===== config.mk =====
export PLATFORM = sky130hd
export DESIGN_NAME = nfv_dc_sync_stable
export DESIGN_NICKNAME = d
export VERILOG_FILES = /design/src/rtl/nfv_dc_sync_stable.sv
export SDC_FILE = /design/constraint.sdc
export NUM_CORES = 1
export LEC_CHECK = 0
export CAP_MARGIN = 20
export CELL_PAD_IN_SITES_DETAIL_PLACEMENT = 1
export CELL_PAD_IN_SITES_GLOBAL_PLACEMENT = 2
export CORE_MARGIN = 2
export CORE_UTILIZATION = 42
export DETAILED_ROUTE_END_ITERATION = 6
export GPL_TIMING_DRIVEN = 0
export PLACE_DENSITY = 0.88
export SLEW_MARGIN = 20
export SYNTH_ARGS = -nofsm -noshare
export SYNTH_HDL_FRONTEND = slang
export SYNTH_SLANG_ARGS = --single-unit
export TNS_END_PERCENT = 100

===== constraint.sdc =====
create_clock -name clk -period 3.7 [get_ports clk]
set_clock_uncertainty 0.15 [all_clocks]
set_input_delay 0.37 -clock clk [delete_from_list [all_inputs] [get_ports clk]]
set_output_delay 0.37 -clock clk [all_outputs]
set_load 0.1 [all_outputs]

===== src/rtl/nfv_dc_sync_stable.sv =====
// nfv_dc_sync_stable: multi-bit CDC synchroniser that only passes a value held steady for STABLE_CYCLES samples.
// Optional timeout/sticky error logic is enabled by defining NFV_DC_SYNC_STABLE_TIMEOUT_EN.
module nfv_dc_sync_stable #(
  parameter int               WIDTH          = 20,
  parameter logic [WIDTH-1:0] RESET_VALUE    = '0,
  parameter int               SYNC_STAGES    = 3,
  parameter int               STABLE_CYCLES  = 4,
  parameter int               TIMEOUT_CYCLES = 256
) (
  input  logic             clk,
  input  logic             arst_n,
  input  logic [WIDTH-1:0] sig_in,
  output logic [WIDTH-1:0] sync_out,
  output logic             upd_pulse,
  output logic             busy,
  input  logic             err_clr,
  output logic             unstable_err
);
  localparam int SS = (SYNC_STAGES < 1) ? 1 : SYNC_STAGES;
  localparam int SC = (STABLE_CYCLES < 1) ? 1 : STABLE_CYCLES;
  localparam int TO = (TIMEOUT_CYCLES < 1) ? 1 : TIMEOUT_CYCLES;
  localparam int CW = $clog2(SC + 1);
  typedef enum logic {IDLE, QUAL} state_t;
  (* dont_merge, async_reg = "true" *) logic [WIDTH-1:0] chain_q [SS];
  logic [WIDTH-1:0] chain_d [SS];
  logic [WIDTH-1:0] s, h_q, h_d, sync_q, sync_d;
  logic [CW-1:0]    c_q, c_d;
  state_t           state_q, state_d;
  logic             upd_q, upd_d, busy_q, busy_d, eq, done;
  always_comb begin
    chain_d[0] = sig_in;
    for (int i = 1; i < SS; i++) chain_d[i] = chain_q[i-1];
    s       = chain_q[SS-1];
    eq      = (s == h_q);
    done    = (state_q == QUAL) && eq && (c_q == CW'(SC));
    h_d     = eq ? h_q : s;
    c_d     = !eq ? CW'(1) : (c_q == CW'(SC)) ? c_q : c_q + CW'(1);
    sync_d  = done ? h_q : sync_q;
    upd_d   = done;
    // QUAL simply means the held candidate differs from the published value
    state_d = (h_d != sync_d) ? QUAL : IDLE;
    busy_d  = (state_d == QUAL);
  end
  always_ff @(posedge clk or negedge arst_n) begin
    if (!arst_n) begin
      chain_q <= '{default: RESET_VALUE};
      h_q     <= RESET_VALUE;
      sync_q  <= RESET_VALUE;
      c_q     <= '0;
      state_q <= IDLE;
      upd_q   <= 1'b0;
      busy_q  <= 1'b0;
    end else begin
      chain_q <= chain_d;
      h_q     <= h_d;
      sync_q  <= sync_d;
      c_q     <= c_d;
      state_q <= state_d;
      upd_q   <= upd_d;
      busy_q  <= busy_d;
    end
  end
  assign sync_out  = sync_q;
  assign upd_pulse = upd_q;
  assign busy      = busy_q;
`ifdef NFV_DC_SYNC_STABLE_TIMEOUT_EN
  localparam int TW = $clog2(TO + 1);
  logic [TW-1:0] t_q, t_d;
  logic          err_q, err_d;
  always_comb begin
    t_d   = (state_q != QUAL) ? '0 : (t_q == TW'(TO)) ? t_q : t_q + TW'(1);
    // set fires only on the edge the limit is reached, so a later clear sticks
    err_d = ((t_q != TW'(TO)) && (t_d == TW'(TO))) || (err_q && !err_clr);
  end
  always_ff @(posedge clk or negedge arst_n) begin
    if (!arst_n) begin
      t_q   <= '0;
      err_q <= 1'b0;
    end else begin
      t_q   <= t_d;
      err_q <= err_d;
    end
  end
  assign unstable_err = err_q;
`else
  logic unused_err_clr;
  assign unused_err_clr = err_clr;
  assign unstable_err   = 1'b0;
`endif
endmodule


Word level (Yosys, flattened, before mapping)
Cells that the tools add are included.
{ "totals": {"register_bits": 105, "out_inout_bits": 23, "elab_cells": 20, "inputBits": 23} }
{ "classes": {"n_addsub": 1, "mux": 5, "reduce_logical": 2, "eq_ne": 4} }
{ "op_table": {"columns": ["operator", "n"], "rows": [
  ["$mux W20", 2],
  ["$eq A20 B20 Y1", 1],
  ["$ne A20 B20 Y1", 1],
  ["$mux W3", 2],
  ["$add A3 B1 Y3 const B", 1],
  ["$eq A3 B3 Y1 const B", 1],
  ["$logic_and A1 B1 Y1", 2],
  ["$ne A2 B2 Y1 const B", 1],
  ["$mux W1", 1]
]} }

Longest topological paths before layout
Gate-level depths: netlist of the first run.
{ "logic_depth": {"depth_word": 6, "mapped_depth": 8, "depth_no_buf": 7} }

Least setup slack after synthesis of the first run
No wires, ideal clock.
{ "synth_timing": {"path_type": "flip-flop to flip-flop", "from": "register sync_q[19] (netlist: sync_out[19])", "to": "register state_q", "path_buffers": 0, "setup_time_ps": 135, "t_arrival_ps": 2133, "slack_ps": 1282, "t_required_ps": 3415, "period_less_slack_ps": 2418, "path_stages_with_launch": 8, "path_cell_list": "dfrtp_1 xor2_1 nor4_1 nand2_1 nor4_1 nor3_1 a2111oi_1 nand3_1"} }
{ "synth_between": {"elab_chain_cells": 3} }
{ "synth_lines": {"columns": ["item", "line_no", "source"], "rows": [
  ["start, declared", "26", "logic [WIDTH-1:0] s, h_q, h_d, sync_q, sync_d;"],
  ["start signal, assigned", "56", "sync_q <= sync_d;"],
  ["$mux W20", "38", "sync_d = done ? h_q : sync_q;"],
  ["$ne A20 B20 Y1", "41", "state_d = (h_d != sync_d) ? QUAL : IDLE;"],
  ["$mux W1", "41", null],
  ["net busy_d", "29", "logic upd_q, upd_d, busy_q, busy_d, eq, done;"],
  ["end signal, assigned", "58", "state_q <= state_d;"],
  ["end, declared", "28", "state_t state_q, state_d;"]
]} }
The timed path passes the listed nets, and every way through them passes these cells.
A chain may end at the register's enable or synchronous reset.

Final worst setup path of the first run
{ "layout_timing": {"from": "register chain_q, in the netlist s[5]", "to": "register state_q"} }
{ "layout_between": {"elab_chain_cells": 6, "elab_cells_between_ends": 7, "cone_classes": "eq/ne: 2; mux: 3; reduce/logical: 2"} }
{ "layout_lines": {"columns": ["item", "line_no", "source"], "rows": [
  ["start, declared", "24", "(* dont_merge, async_reg = \"true\" *) logic [WIDTH-1:0] chain_q [SS];"],
  ["start signal, assigned", "54", "chain_q <= chain_d;"],
  ["$eq A20 B20 Y1", "34", "eq = (s == h_q);"],
  ["$logic_and A1 B1 Y1 (2 in a row)", "35", "done = (state_q == QUAL) && eq && (c_q == CW'(SC));"],
  ["$mux W20", "38", null],
  ["$ne A20 B20 Y1 *", "41", null],
  ["$mux W1 *", "41", null],
  ["net busy_d", "29", null]
]} }
The timed path passes the listed nets; every way through them passes the cells marked *.

==> results of run 1 <==
-- power by group --
part,internal (mW),leakage [nW],switching (mW)
clock network,0.334,0.100,0.380
logic,0.0456,0.615,0.0506
registers,1.19,1.27,0.0284
-- state kept, by name, indices dropped and copies added, names as in the netlist --
register,flops
c_q,3
state_q,1
h_q,20
sync_out,20
s,20
chain_q,40
upd_pulse,1
-- stage by stage --
step,power [mW],setup TNS (ns),area (um^2)
2_1_floorplan,1.275,0,3635
3_3_place_gp,1.330,-169.46,4197
3_5_place_dp,1.340,0,4225
4_1_cts,2.066,0,4439
5_1_grt,2.124,0,4439
6_report,2.029,0,4439
-- worst max-delay path: stages, from the launching register on --
cell and delay [ns]:
dfrtp_1 0.45, xor2_1 0.19, nor4_1 0.43, and2_1 0.19, buf_4 0.14, nand3_4 0.17
mux2i_1 0.18, a2111oi_1 0.42, nand3_1 0.12
-- cell type report --
type | instances | area (um^2)
Buffer | 24 | 112.6
Clock buffer | 10 | 137.6
Clock inverter | 6 | 66.31
Fill cell | 823 | 3860
Inverter | 6 | 22.52
Multi-Input combinational cell | 105 | 872.1
Sequential cell | 105 | 2628
Tap cell | 105 | 131.4
Timing Repair Buffer | 45 | 469.2
-- final timing paths --
check                             from  depth (start not counted)     endpoint  slack (ns)
setup / recovery                  s[5]                          8      state_q        1.15
hold / removal             chain_q[49]                          0  chain_q[29]        0.20
setup reg to reg                  s[5]                          8      state_q        1.15
hold reg to reg            chain_q[49]                          0  chain_q[29]        0.20
max in group asynchronous       arst_n                          3      h_q[11]        2.47
min in group asynchronous       arst_n                          2  chain_q[32]        0.30
-- kinds of logic (layout without fill, tap and decap cells) --
| logic type | count (synthesis) | in the layout | share of synthesized area, % |
|---|---|---|---|
| xor gates and xnor gates | 37 | 37 | 9.122 |
| other | 1 | 1 | 0.1032 |
| adders and majority gates | 2 | 2 | 0.6884 |
| DFF | 105 | 105 | 72.29 |
| muxes | 17 | 17 | 5.439 |
| and+or+nand+nor | 40 | 40 | 6.988 |
| buffers and inverters | 30 | 91 | 3.717 |
| AOI/OAI and AO/OA | 8 | 8 | 1.652 |
-- repair_timing --
item,in CTS,in global routing
resized for setup,0,0
endpoints found under the hold margin,34,0
hold buffers,1,0
-- cells in the final DEF, fill, tap and decap left out, types with 2 or more instances in the layout --
| cell | instances |
|---|---|
| nor4_2 | 2 |
| mux2_4 | 2 |
| nor4_1 | 6 |
| clkinvlp_4 | 2 |
| buf_6 | 2 |
| clkbuf_1 | 19 |
| ha_1 | 2 |
| and3_1 | 2 |
| clkbuf_8 | 10 |
| dfrtp_1 | 105 |
| nand3_1 | 4 |
| nor3_1 | 4 |
| nand4_1 | 3 |
| xor2_1 | 32 |
| dlygate4sd3_1 | 2 |
| mux2_2 | 14 |
| clkdlybuf4s50_1 | 42 |
| nand2_1 | 9 |
| inv_1 | 6 |
| buf_4 | 2 |
| xnor2_1 | 4 |
| clkinv_2 | 2 |
| nor2_1 | 4 |
| a21oi_1 | 4 |
-- metal layers --
layer  vias up  track usage [%]  wire length [um]
met5         -                0                 0
met4         0            4.875                79
met3         7            2.962               181
met2        38            26.34              3532
met1      1010            19.01              2723
li1        882                -                 -
==> impl_results.md, run 1 <==
* # Post-CTS Setup Buffers at 0
* Layout area overhead at 22.13%
* Sequential-to-total area share from yosys stat at 72.29%
* CTS tree: built
* Shortest period the worst path allows at 2.552 ns
* Number of H-tree branching levels at 3
* # IOs at 46
* DRC violation count after routing at 0
* Vias after detailed routing at 1937
* Static leakage at 1.986 nW
* Post-synthesis cell type with the largest combined area: dfrtp_1
* Critical path data required time at 3.78 ns
* Synth top area share at 72.29%
* Critical path startpoint category: flip-flop
* Asr flop ratio synth at 100.0%
* Most used flip-flop cell after synthesis: dfrtp_1
* Cell count after placement at 389
* Avg Cell Area, Syn at 15.14 um^2
* Clock slew at the register clock pins of the worst setup and hold paths at 0.10 ns
* Maximum number of pins on one net before global-route repair at 72
* Number of antenna violations at the first check in global routing at 0
* Headroom to the max-slew limit at 34.06%
* Port Buffer Count at 43
* Category of the critical setup timing path: reg2reg
* Worst hold margin at 0.1969 ns
* Worst slew pin tran at 0.9860 ns
* Count of placed standard cells in the final layout, fillers left out at 406
* Unrepaired setup endpoints after global routing: no
* Remaining antenna violation count at 0
* Number of search-and-repair iterations in the first detailed-routing pass at 4
* Total clock sinks at 105
* Row count at 33
* Final hold violations at 0
* Vertical die dimension at 97.03 um
* Count of state elements after synthesis at 105
* Post-synth top cells: 105 x dfrtp_1, 32 x xor2_1, 19 x clkbuf_1
* Post-placement setup slack at 1.139 ns
* Critical path fanouts, max at 8
* Max Cap Violations at 0
* Cell chosen for the clock root: clkbuf_8
* Count of different cell masters after synthesis at 34
* Arrival time of data at the critical path endpoint at 2.64 ns
* Overall track demand over capacity in global routing at 15.11%
* Leading cell type by number of instances after synthesis: dfrtp_1
* Avg Vias per Cell at 4.771
* Total number of yosys warnings at 0
* Final critical-path share of the clock period at 68.97%
* Syn Nets at 265
* Die footprint at 0.009414 mm^2
* Cell area after technology mapping at 0.003635 mm^2
* End-of-flow core utilization at 53.49%
* Result of the run: finished, final reports clean
* Violation count after the first detailed-routing iteration at 41
* Number of max-slew violations in the final report at 0
* Final setup violation count at 0
* Worst-case setup margin in the final layout at 1.148 ns
* Half-perimeter wire length after detailed placement at 4655 um
* Share of post-route cells with drive strength above 1 at 15.28%
* Net total in the final layout at 321
* Per-cell routed wire length at 16.05 um
* Pwr Density at 457.1 mW/mm^2
* DIE WIDTH at 97.03 um
* Standard cell core area at 0.008299 mm^2
* Nature of the critical path endpoint: flip-flop
* Worst hold-check path type: reg2reg
* Count of flip-flops with a built-in enable after synthesis at 0
* Number of global-route vias before repair at 2100
* Worst supply voltage drop on vdd at 0.2330 mV
* Total CTS buffers at 9
* Routability congestion estimate from global placement at 0.7836
* Ant diodes at 0
* Synth area leaders: dfrtp_1 72%, xor2_1 7.7%, mux2_2 4.3%, clkbuf_1 2.0%, nor4_1 1.0%
* Cell count after synthesis at 240
* Upper clock frequency limit at 0.3919 GHz
* Worst-Skew Late Latency at 0.36 ns
* Wire length after detailed routing at 6516 um
* Global-route wire length before repair at 10980 um
* Maximum number of buffers from clock root to sink at 2
* Starting utilization of the core area at 43.80%
* Global route overflow at 0
Power figures use the tool's default switching activity.
==> run 2: changes to the inputs <==
--- a/config.mk
+++ b/config.mk
@@ -9,10 +9,10 @@
 export CELL_PAD_IN_SITES_DETAIL_PLACEMENT = 1
 export CELL_PAD_IN_SITES_GLOBAL_PLACEMENT = 2
 export CORE_MARGIN = 2
-export CORE_UTILIZATION = 42
+export CORE_UTILIZATION = 39
 export DETAILED_ROUTE_END_ITERATION = 6
 export GPL_TIMING_DRIVEN = 0
-export PLACE_DENSITY = 0.88
+export PLACE_DENSITY = 0.82
 export SLEW_MARGIN = 20
 export SYNTH_ARGS = -nofsm -noshare
 export SYNTH_HDL_FRONTEND = slang
==> constraint.sdc (replaced) <==
create_clock -name clk -period 2.65 [get_ports clk]
set_clock_uncertainty 0.15 [all_clocks]
set_input_delay 0.265 -clock clk [delete_from_list [all_inputs] [get_ports clk]]
set_output_delay 0.265 -clock clk [all_outputs]
set_load 0.1 [all_outputs]
==> run 2 against run 1 <==
Sequential share of layout area is 0.35 points lower. Critical path depth did not move. Highest routed layer unchanged. Largest cell class unchanged. Fmax rose by 4.0%. Flip-flop and latch count unchanged. Global-route usage down 1.5 points. Routed wire length fell by 5.2%. Power is 40% higher. Register-to-register slack worse by 0.95 ns. Die area grew 7.4%. Final area increased by 0.59%. Sequential power increased by 39%.
==> impl_results.md, run 2 (synthesized netlist as in run 1, its figures left out) <==
* Result of the run: finished, final reports clean
* Avg Vias per Cell at 4.665 (-2.2%)
* Max Cap Violations at 0 (unchanged)
* Max Used Layer: met4
* Row count at 35 (+6.1%)
* Largest register by flop count: chain_q
* Number of max-slew violations in the final report at 0 (unchanged)
* Routability congestion estimate from global placement at 0.8140 (+3.9%)
* Violation count after the first detailed-routing iteration at 83 (+100%)
* Worst slew pin tran at 0.9787 ns (-0.007254 ns)
* Cell chosen for the clock root: clkbuf_8
* DIE WIDTH at 100.5 um (+3.6%)
* Maximum number of buffers from clock root to sink at 2 (unchanged)
* Ant diodes at 0 (unchanged)
* Part of the power in the clock network at 35.4% (+0.2 points)
* Die footprint at 0.01011 mm^2 (+7.4%)
* Remaining antenna violation count at 0 (unchanged)
* Sequential share of power at 59.8% (-0.3 points)
* Vias after detailed routing at 1922 (-0.77%)
* Combinational fraction of design power at 4.8% (about the same)
* Wire length after detailed routing at 6175 um (-5.2%)
* Commonest cells after routing, fill and taps aside: 105 x dfrtp_1, 42 x clkdlybuf4s50_1, 32 x xor2_1, 20 x clkbuf_1, 14 x mux2_2
* Critical path startpoint category: flip-flop
* Fraction of power spent switching nets at 22.78% (+0.16 points)
* Standard cell core area at 0.009153 mm^2 (+10%)
* Static leakage at 1.982 nW (-0.24%)
* Number of H-tree branching levels at 3 (unchanged)
* Met1 routed wirelength after detailed routing at 2738 um (+0.55%)
* Number of antenna violations at the first check in global routing at 0 (unchanged)
* Starting utilization of the core area at 39.71% (-4.1 points)
* Worst hold-check path type: in2reg
* Number of global-route vias before repair at 2113 (+0.62%)
* Leading cell type in the layout, fill and taps excluded: dfrtp_1
* Psw at 648.0 uW (+41%)
* Arrival time of data at the critical path endpoint at 2.54 ns (-0.10 ns)
* Critical path data required time at 2.74 ns (-1.04 ns)
* Unrepaired setup endpoints after global routing: no
* Worst supply voltage drop on vdd at 0.3639 mV (+56%)
* Nature of the critical path endpoint: flip-flop
* Clock slew at the register clock pins of the worst setup and hold paths at 0.10 ns (about the same)
* Port Buffer Count at 43 (unchanged)
* Upper clock frequency limit at 0.4075 GHz (+4.0%)
* Total clock sinks at 105 (unchanged)
* Headroom to the max-slew limit at 34.55% (+0.49 points)
* Worst hold margin at 0.1734 ns (-0.02350 ns)
* Pwr Density at 636.9 mW/mm^2 (+39%)
* Final critical-path share of the clock period at 92.61% (+24 points)
* Maximum number of pins on one net before global-route repair at 75 (+4.2%)
* Largest register FFs at 40 (unchanged)
* Post-route standard cell area excluding fillers at 0.004466 mm^2 (+0.59%)
* Global route overflow at 0 (unchanged)
* CTS tree: built
* # IOs at 46 (unchanged)
* Setup TNS Final at 0 ns (unchanged)
* Shortest period the worst path allows at 2.454 ns (-0.09770 ns)
* Net total in the final layout at 321 (unchanged)
* Category of the critical setup timing path: reg2reg
* Internal power contribution at 2.196 mW (+40%)
* Met3 routed wirelength at 203 um (+12%)
* Sum of internal, switching and leakage power at 2.844 mW (+40%)
* Half-perimeter wire length after detailed placement at 4305 um (-7.5%)
* # Post-CTS Setup Buffers at 0 (unchanged)
* Final hold violations at 0 (unchanged)
* Total CTS buffers at 9 (unchanged)
* Final setup violation count at 0 (unchanged)
* Per-cell routed wire length at 14.99 um (-6.6%)
* Number of search-and-repair iterations in the first detailed-routing pass at 4 (unchanged)
* Detailed-routed wire length on met2 at 3066 um (-13%)
* Share of post-route cells with drive strength above 1 at 15.95% (+0.66 points)
* Global-route wire length before repair at 10280 um (-6.4%)
* Worst-Skew Late Latency at 0.37 ns (about the same)
* Critical path fanouts, max at 8 (unchanged)
* Layout area overhead at 22.86%
* DRC violation count after routing at 0 (unchanged)
* Overall track demand over capacity in global routing at 13.58% (-1.5 points)
* Placed inst area at 0.004233 mm^2 (+0.18%)
* Vertical die dimension at 100.5 um (+3.6%)
[run 2: area by class of cell]
class,instances,area (um^2)
flip-flops and latches,105,2628
multi-input cells,105,889.6
plain buffers,24,112.6
clock buffers,11,141.4
fillers,905,4687
clock inverters,5,63.81
well taps,111,138.9
inverters,6,22.52
repair buffers,45,469.2
[run 2: worst max-delay path, cell delays in order (launching register included)]
cell and delay [ns]:
dfrtp_1 0.42, xor2_1 0.19, nor4_2 0.38, and3_1 0.22, buf_6 0.12, nand3_4 0.15
mux2i_1 0.20, a2111oi_2 0.36, nand3_1 0.12
[run 2: timing repair]
action / 4_1_cts / 5_1_grt
resized for setup: 0 / 3
endpoints found under the hold margin: 59 / 0
setup endpoints to repair: 0 / 1
hold buffers: 1 / 0
[run 2: routing by layer]
layer  up-vias  GRT usage (%)
li1        876              -
met1       992          16.82
met2        39          22.35
met3        15          3.814
met4         0          5.901
met5         -              0
[run 2: power groups by stage]
stage | combinational (mW) | clock, mW | sequential [mW]
detailed placement | 0.137 | 0 | 1.73
finish | 0.137 | 1.01 | 1.70
CTS | 0.139 | 1.05 | 1.70
floorplan | 0.0570 | 0 | 1.72
global placement | 0.129 | 0 | 1.73
global route | 0.152 | 1.10 | 1.71
[run 2: final timing paths]
path / startpoint / cells after the start / slack [ns] / endpoint
min reg2reg: chain_q[45] / 0 / 0.20 / chain_q[25]
max reg2reg: s[6] / 8 / 0.20 / state_q
min: sig_in[15] / 1 / 0.17 / chain_q[55]
max: s[6] / 8 / 0.20 / state_q
max in group asynchronous: arst_n / 3 / 1.51 / h_q[1]
min in group asynchronous: arst_n / 2 / 0.18 / chain_q[32]
[run 2: stage by stage]
stage          util [%]  setup WS [ns]  cells
2_1_floorplan         -         0.2321    240
3_3_place_gp      45.93         -2.657    394
3_5_place_dp      46.25        0.09900    395
4_1_cts           48.60        0.06796    412
5_1_grt           48.79        0.03453    412
6_report          48.79         0.1957    412
==> run 3: changes to the inputs <==
--- a/config.mk
+++ b/config.mk
@@ -5,6 +5,7 @@
 export SDC_FILE = /design/constraint.sdc
 export NUM_CORES = 1
 export LEC_CHECK = 0
+export ABC_CLOCK_PERIOD_IN_PS = 2650
 export CAP_MARGIN = 20
 export CELL_PAD_IN_SITES_DETAIL_PLACEMENT = 1
 export CELL_PAD_IN_SITES_GLOBAL_PLACEMENT = 2
@@ -12,6 +13,7 @@
 export CORE_UTILIZATION = 39
 export DETAILED_ROUTE_END_ITERATION = 6
 export GPL_TIMING_DRIVEN = 0
+export HOLD_SLACK_MARGIN = 0.1
 export PLACE_DENSITY = 0.82
 export SLEW_MARGIN = 20
 export SYNTH_ARGS = -nofsm -noshare
==> results of run 3 <==
The final DEF is identical to that of run 2; final timing and power are the same.
